**src/rtl/pucch_cs_hop_gen.sv**
```systemverilog
// PUCCH cyclic-shift hopping generator: drives c_seq_gen with c_init = n_ID, discards
// earlier-slot PRBS bits, then packs one n_cs byte per symbol and emits (m0+m_cs+n_cs) mod 12.
module pucch_cs_hop_gen #(
  parameter int nGenBit   = 8,
  parameter int nSlotSymb = 14,
  parameter int MaxSlot   = 159
) (
  input  logic               clk,
  input  logic               rst,
  input  logic               i_start,
  input  logic [9:0]         i_nid,
  input  logic [7:0]         i_nslot,
  input  logic [3:0]         i_m0,
  input  logic [3:0]         i_mcs,
  output logic               o_prbs_en,
  output logic               o_prbs_load,
  output logic [30:0]        o_prbs_init,
  input  logic [nGenBit-1:0] i_prbs_bit,
  input  logic               i_prbs_valid,
  output logic [7:0]         o_ncs,
  output logic [3:0]         o_cs_idx,
  output logic [3:0]         o_sym_idx,
  output logic               o_valid,
  output logic               o_busy,
  output logic               o_done,
  output logic               o_err
);

  localparam int WORDS_PER_SLOT = 8 * nSlotSymb / nGenBit;

  localparam logic [2:0] S_IDLE    = 3'd0;
  localparam logic [2:0] S_LOAD    = 3'd1;
  localparam logic [2:0] S_SKIP    = 3'd2;
  localparam logic [2:0] S_COLLECT = 3'd3;
  localparam logic [2:0] S_DONE    = 3'd4;

  logic [2:0]  state;
  logic [9:0]  nid_q;
  logic [7:0]  nslot_q;
  logic [3:0]  m0_q, mcs_q;
  logic [14:0] skip_cnt;
  logic [14:0] skip_tgt;
  logic [3:0]  sym_cnt;
  logic        err_q, done_q, valid_q;
  logic [7:0]  ncs_q;
  logic [3:0]  cs_q, sym_q;

  logic        take;
  logic        byte_done;
  logic [7:0]  byte_val;
  logic [8:0]  cs_sum;
  logic [3:0]  cs_next;
  logic        bad_req;

  assign take     = (state == S_COLLECT) && i_prbs_valid;
  assign skip_tgt = 15'(nslot_q) * 15'(WORDS_PER_SLOT);
  assign cs_sum   = 9'(m0_q) + 9'(mcs_q) + 9'(byte_val);
  assign cs_next  = 4'(cs_sum % 9'd12);
  assign bad_req  = (i_nslot > 8'(MaxSlot)) || (i_m0 > 4'd11) || (i_mcs > 4'd11);

  // Byte assembly: a full word per byte, or eight serial bits with the first bit as LSB.
  generate
    if (nGenBit == 8) begin : g_word
      assign byte_val  = i_prbs_bit[7:0];
      assign byte_done = take;
    end else begin : g_bit
      logic [6:0] sr;
      logic [2:0] bit_cnt;
      assign byte_val  = {i_prbs_bit[0], sr};
      assign byte_done = take && (bit_cnt == 3'd7);
      always_ff @(posedge clk) begin
        if (rst || state == S_LOAD) begin
          sr      <= '0;
          bit_cnt <= '0;
        end else if (take) begin
          sr      <= byte_val[7:1];
          bit_cnt <= bit_cnt + 3'd1;
        end
      end
    end
  endgenerate

  always_ff @(posedge clk) begin
    if (rst) begin
      state    <= S_IDLE;
      nid_q    <= '0;
      nslot_q  <= '0;
      m0_q     <= '0;
      mcs_q    <= '0;
      skip_cnt <= '0;
      sym_cnt  <= '0;
      err_q    <= 1'b0;
      done_q   <= 1'b0;
      valid_q  <= 1'b0;
      ncs_q    <= '0;
      cs_q     <= '0;
      sym_q    <= '0;
    end else begin
      err_q   <= 1'b0;
      valid_q <= 1'b0;
      done_q  <= (state == S_DONE);
      case (state)
        S_IDLE, S_DONE: begin
          state <= S_IDLE;
          if (i_start) begin
            nid_q   <= i_nid;
            nslot_q <= i_nslot;
            m0_q    <= i_m0;
            mcs_q   <= i_mcs;
            if (bad_req) err_q <= 1'b1;
            else         state <= S_LOAD;
          end
        end
        S_LOAD: begin
          skip_cnt <= '0;
          sym_cnt  <= '0;
          state    <= (nslot_q == 8'd0) ? S_COLLECT : S_SKIP;
        end
        S_SKIP: begin
          if (i_prbs_valid) begin
            if (skip_cnt == skip_tgt - 15'd1) begin
              skip_cnt <= '0;
              state    <= S_COLLECT;
            end else begin
              skip_cnt <= skip_cnt + 15'd1;
            end
          end
        end
        S_COLLECT: begin
          if (byte_done) begin
            valid_q <= 1'b1;
            ncs_q   <= byte_val;
            cs_q    <= cs_next;
            sym_q   <= sym_cnt;
            // Leaving here drops the enable on the same edge, so no word past the slot is taken.
            if (sym_cnt == 4'(nSlotSymb - 1)) state <= S_DONE;
            else                               sym_cnt <= sym_cnt + 4'd1;
          end
        end
        default: state <= S_IDLE;
      endcase
    end
  end

  assign o_prbs_en   = (state == S_LOAD) || (state == S_SKIP) || (state == S_COLLECT);
  assign o_busy      = o_prbs_en;
  assign o_prbs_load = (state == S_LOAD);
  assign o_prbs_init = (state == S_LOAD) ? {21'b0, nid_q} : 31'd0;
  assign o_ncs       = ncs_q;
  assign o_cs_idx    = cs_q;
  assign o_sym_idx   = sym_q;
  assign o_valid     = valid_q;
  assign o_done      = done_q;
  assign o_err       = err_q;

endmodule

```
**config.mk**
```make
export PLATFORM = sky130hd
export DESIGN_NAME = pucch_cs_hop_gen
export DESIGN_NICKNAME = d
export VERILOG_FILES = /design/src/rtl/pucch_cs_hop_gen.sv
export SDC_FILE = /design/constraint.sdc
export NUM_CORES = 1
export LEC_CHECK = 0
export BUFFER_PORTS_ARGS = -buffer_cell sky130_fd_sc_hd__buf_4
export CAP_MARGIN = 20
export CORE_MARGIN = 3
export CORE_UTILIZATION = 30
export DETAILED_ROUTE_END_ITERATION = 10
export PLACE_DENSITY_LB_ADDON = 0.15
export SYNTH_ARGS = -nofsm -noshare
export SYNTH_HDL_FRONTEND = slang
export SYNTH_SLANG_ARGS = --single-unit
```
**constraint.sdc**
```tcl
create_clock -name clk -period 4 [get_ports clk]
set_input_delay 0.4 -clock clk [delete_from_list [all_inputs] [get_ports clk]]
set_output_delay 0.4 -clock clk [all_outputs]
set_load 0.005 [all_outputs]
```
==> out/qor.csv <==
metric,value,unit
status,"complete, no violations",
die_area,0.0165,mm²
slew_headroom,32.9,%
hp-class,in2reg,
insertedDiodeCount,0,
place.gp.congestion,0.810,
dr_wl_met3,797,µm
clkPwrFrac,39.2,%
wl_per_cell,14.4,µm
tightest_slew,1.00,ns
vias,3892,
yosys_warnings,0,
design.portCount,91,
grt_max_degree,54,
wl_met1,5200,µm
synth_top_area_cell,dfxtp_1,
cts_root_buf,clkbuf_16,
postCtsHoldBufs,0,
rsz0062_at_grt,no,
power.leakage,0.00231,µW
nets,685,
clock-sinks,67,
syn_to_final_growth,21.6,%
hold_viol_final,0,
numCtsBuffers,9,
synth_ff_type,dfxtp_1,
netlist_area,0.00450,mm²
synth_area_per_cell,8.18,µm²
synth_cells,550,
grt_antenna_before_repair,0,
fin_util,37.5,%
drv_cap,0,
dr.first_iter.drc_count,239,
synth_cell_types,66,
finalSetupViolCount,0,
async_flop_share,0,%
overflow,0,
fin_crit_sh,93.4,%
drive_gt1_share,18.0,%
coreArea,0.0146,mm²
ys_seq_area_share,29.8,%
tns,0,ns
num_rows,44,
critical_path_required,4.22,ns
synthTopCellsByArea,"dfxtp_1 (30%), nand2_1 (7.4%), ha_1 (6.1%)",
peakVddDrop,0.000210,V
worstPathMaxFanout,13,
portBuffers,69,
die_h,128,µm
grt_pass1_wl,18700,µm
start_kind,register,
p_int,1630,µW
synth_edf_count,0,
clk_pin_slew_worst_paths,0.06,ns
synth_top_area_share,29.8,%
p_seq_share,31.0,%
p_sw,717,µW
hold_slack,0.316,ns
drtAntennaViolNets,0,
p_comb_share,29.8,%
hold_path_depth,3,
grt.total_usage,14.2,%
grt_pass1_vias,3710,
viasPerCell,4.86,
routed_wl,11500,µm
period_needed,3.74,ns
dr.pass1.iters,4,
crit_type,reg2reg,
hpwl,8720,µm
fmax,268,MHz
swShare,30.5,%
cts_tree,done,
reg2reg_depth,13,
die_x,128,µm
synth-seq-cells,67,
insertion_delay,0.33,ns
top_layer_used,met4,
finClkSkew,0.00702,ns
cp.arrival,3.95,ns
cp-end-kind,register,
wl_met2,5350,µm
drc,0,
power_density,430,mW/mm²
htreeDepth,3,
final_max_slew_viol_count,0,
cts_buffer_depth,2,
initial_utilization,30.8,%
cells by family (layout without fill, tap and decap cells):
kind of cell    Yosys count  count (layout)  share of synthesized area (%)
compound gates          112             112                           17.4
xor+xnor                 36              36                           7.40
mux                       5               5                           1.14
buf+inv                  73             120                           8.29
fa+ha+maj                35              35                           11.9
other cells               1              21                         0.0834
simple gates            221             221                           23.9
flops                    67              67                           29.8
stage by stage:
| step | std cells | worst slack, ns | cell area [µm²] | power, µW |
|---|---|---|---|---|
| 2_1_floorplan | 570 | 0.331 | 4570 | 1280 |
| 3_3_place_gp | 783 | 0.233 | 5100 | 1430 |
| 3_5_place_dp | 783 | 0.171 | 5100 | 1440 |
| 4_1_cts | 799 | 0.148 | 5450 | 2380 |
| 5_1_grt | 801 | 0.0126 | 5470 | 2500 |
| 6_report | 801 | 0.265 | 5470 | 2350 |
registers in the layout, indices dropped and copies added (netlist names):
register	cells
mcs_q	4
o_cs_idx	4
o_err	1
state	3
nid_q	10
o_done	1
nslot_q	8
skip_cnt	15
o_ncs	8
o_valid	1
sym_cnt	4
o_sym_idx	4
m0_q	4
metal layers:
metal | vias up | global-route usage [%]
li1 | 1978 | -
met1 | 1811 | 17.7
met2 | 92 | 22.9
met3 | 11 | 4.77
met4 | 0 | 4.93
met5 | - | 0
Yosys cell counts (3+ instances only):
| cell type | count |
|---|---|
| a21oi_1 | 50 |
| xor2_1 | 16 |
| a21o_1 | 5 |
| nand2b_1 | 4 |
| nand3_1 | 15 |
| and2_1 | 13 |
| o2111ai_1 | 3 |
| o21a_1 | 7 |
| ha_1 | 22 |
| nand2_1 | 89 |
| or2_2 | 4 |
| o41ai_1 | 3 |
| buf_4 | 22 |
| a211oi_1 | 5 |
| nor2_1 | 40 |
| clkbuf_1 | 22 |
| dfxtp_1 | 67 |
| xnor2_1 | 19 |
| or3_1 | 5 |
| fa_1 | 13 |
| inv_1 | 26 |
| nor3_1 | 13 |
| nor2b_1 | 4 |
| o21ai_0 | 10 |
| nand3b_1 | 3 |
| nor4_1 | 6 |
| and3_1 | 10 |
| a31oi_1 | 3 |
| o211ai_1 | 3 |
| and4_1 | 3 |
| mux2i_1 | 4 |
worst max-delay path: stages, from the launching register on:
cell,delay (ns)
dfxtp_1,0.38
fa_1,0.51
ha_1,0.19
inv_1,0.06
fa_1,0.41
nor2b_2,0.18
o22a_1,0.24
xor2_1,0.15
or3_1,0.43
o32ai_2,0.32
o221ai_2,0.16
o41ai_4,0.29
buf_4,0.24
nor3_1,0.07
path summary, 6_finish.rpt:
path,start,to,slack [ns]
worst max-delay path,nslot_q[2]$_SDFFE_PP0P_,skip_cnt[2]$_SDFFE_PP0P_,0.26
worst min-delay path,i_m0[1],m0_q[1]$_SDFFE_PP0P_,0.32
worst max register to register,nslot_q[2]$_SDFFE_PP0P_,skip_cnt[2]$_SDFFE_PP0P_,0.26
worst min register to register,nid_q[5]$_SDFFE_PP0P_,nid_q[5]$_SDFFE_PP0P_,0.45
power groups by stage:
stage	Clock (µW)	Sequential (µW)	Combinational, µW
after floorplan	0	737	541
after global placement	0	742	685
after detailed placement	0	744	693
after CTS	950	730	697
after global routing	973	735	792
final	921	730	700
final cells by class:
| type | instances | area [µm²] |
|---|---|---|
| clock buffers | 10 | 239 |
| clock inverters | 6 | 111 |
| multi-input cells | 430 | 2860 |
| fillers | 1515 | 9120 |
| flip-flops and latches | 67 | 1340 |
| repair buffers | 78 | 586 |
| well taps | 184 | 230 |
| inverters | 26 | 97.6 |
cells in the final DEF, fill, tap and decap left out, types with 3 or more instances in the layout:
| cell type | synthesis | routed |
|---|---|---|
| nand2_1 | 89 | 89 |
| buf_4 | 22 | 78 |
| dfxtp_1 | 67 | 67 |
| a21oi_1 | 50 | 50 |
| nor2_1 | 40 | 40 |
| inv_1 | 26 | 26 |
| ha_1 | 22 | 22 |
| conb_1 | 1 | 21 |
| xnor2_1 | 19 | 19 |
| xor2_1 | 16 | 16 |
| nand3_1 | 15 | 15 |
| and2_1 | 13 | 13 |
| nor3_1 | 13 | 13 |
| fa_1 | 13 | 13 |
| and3_1 | 10 | 10 |
| o21ai_0 | 10 | 10 |
| clkbuf_16 | 0 | 9 |
| o21a_1 | 7 | 7 |
| nor4_1 | 6 | 6 |
| a21o_1 | 5 | 5 |
| or3_1 | 5 | 5 |
| a211oi_1 | 5 | 5 |
| nand2b_1 | 4 | 4 |
| or2_2 | 4 | 4 |
| mux2i_1 | 4 | 4 |
| and4_1 | 3 | 3 |
| nand3b_1 | 3 | 3 |
| nor2b_1 | 4 | 3 |
| a31oi_1 | 3 | 3 |
| o2111ai_1 | 3 | 3 |
| o211ai_1 | 3 | 3 |
| o41ai_1 | 3 | 3 |
| bufinv_16 | 0 | 3 |
repair_timing:
item / CTS / global route
buffers inserted: 0 / 1
setup endpoints to repair: 0 / 13
gates resized for setup: 0 / 2
(Power assumes the default switching activity.)
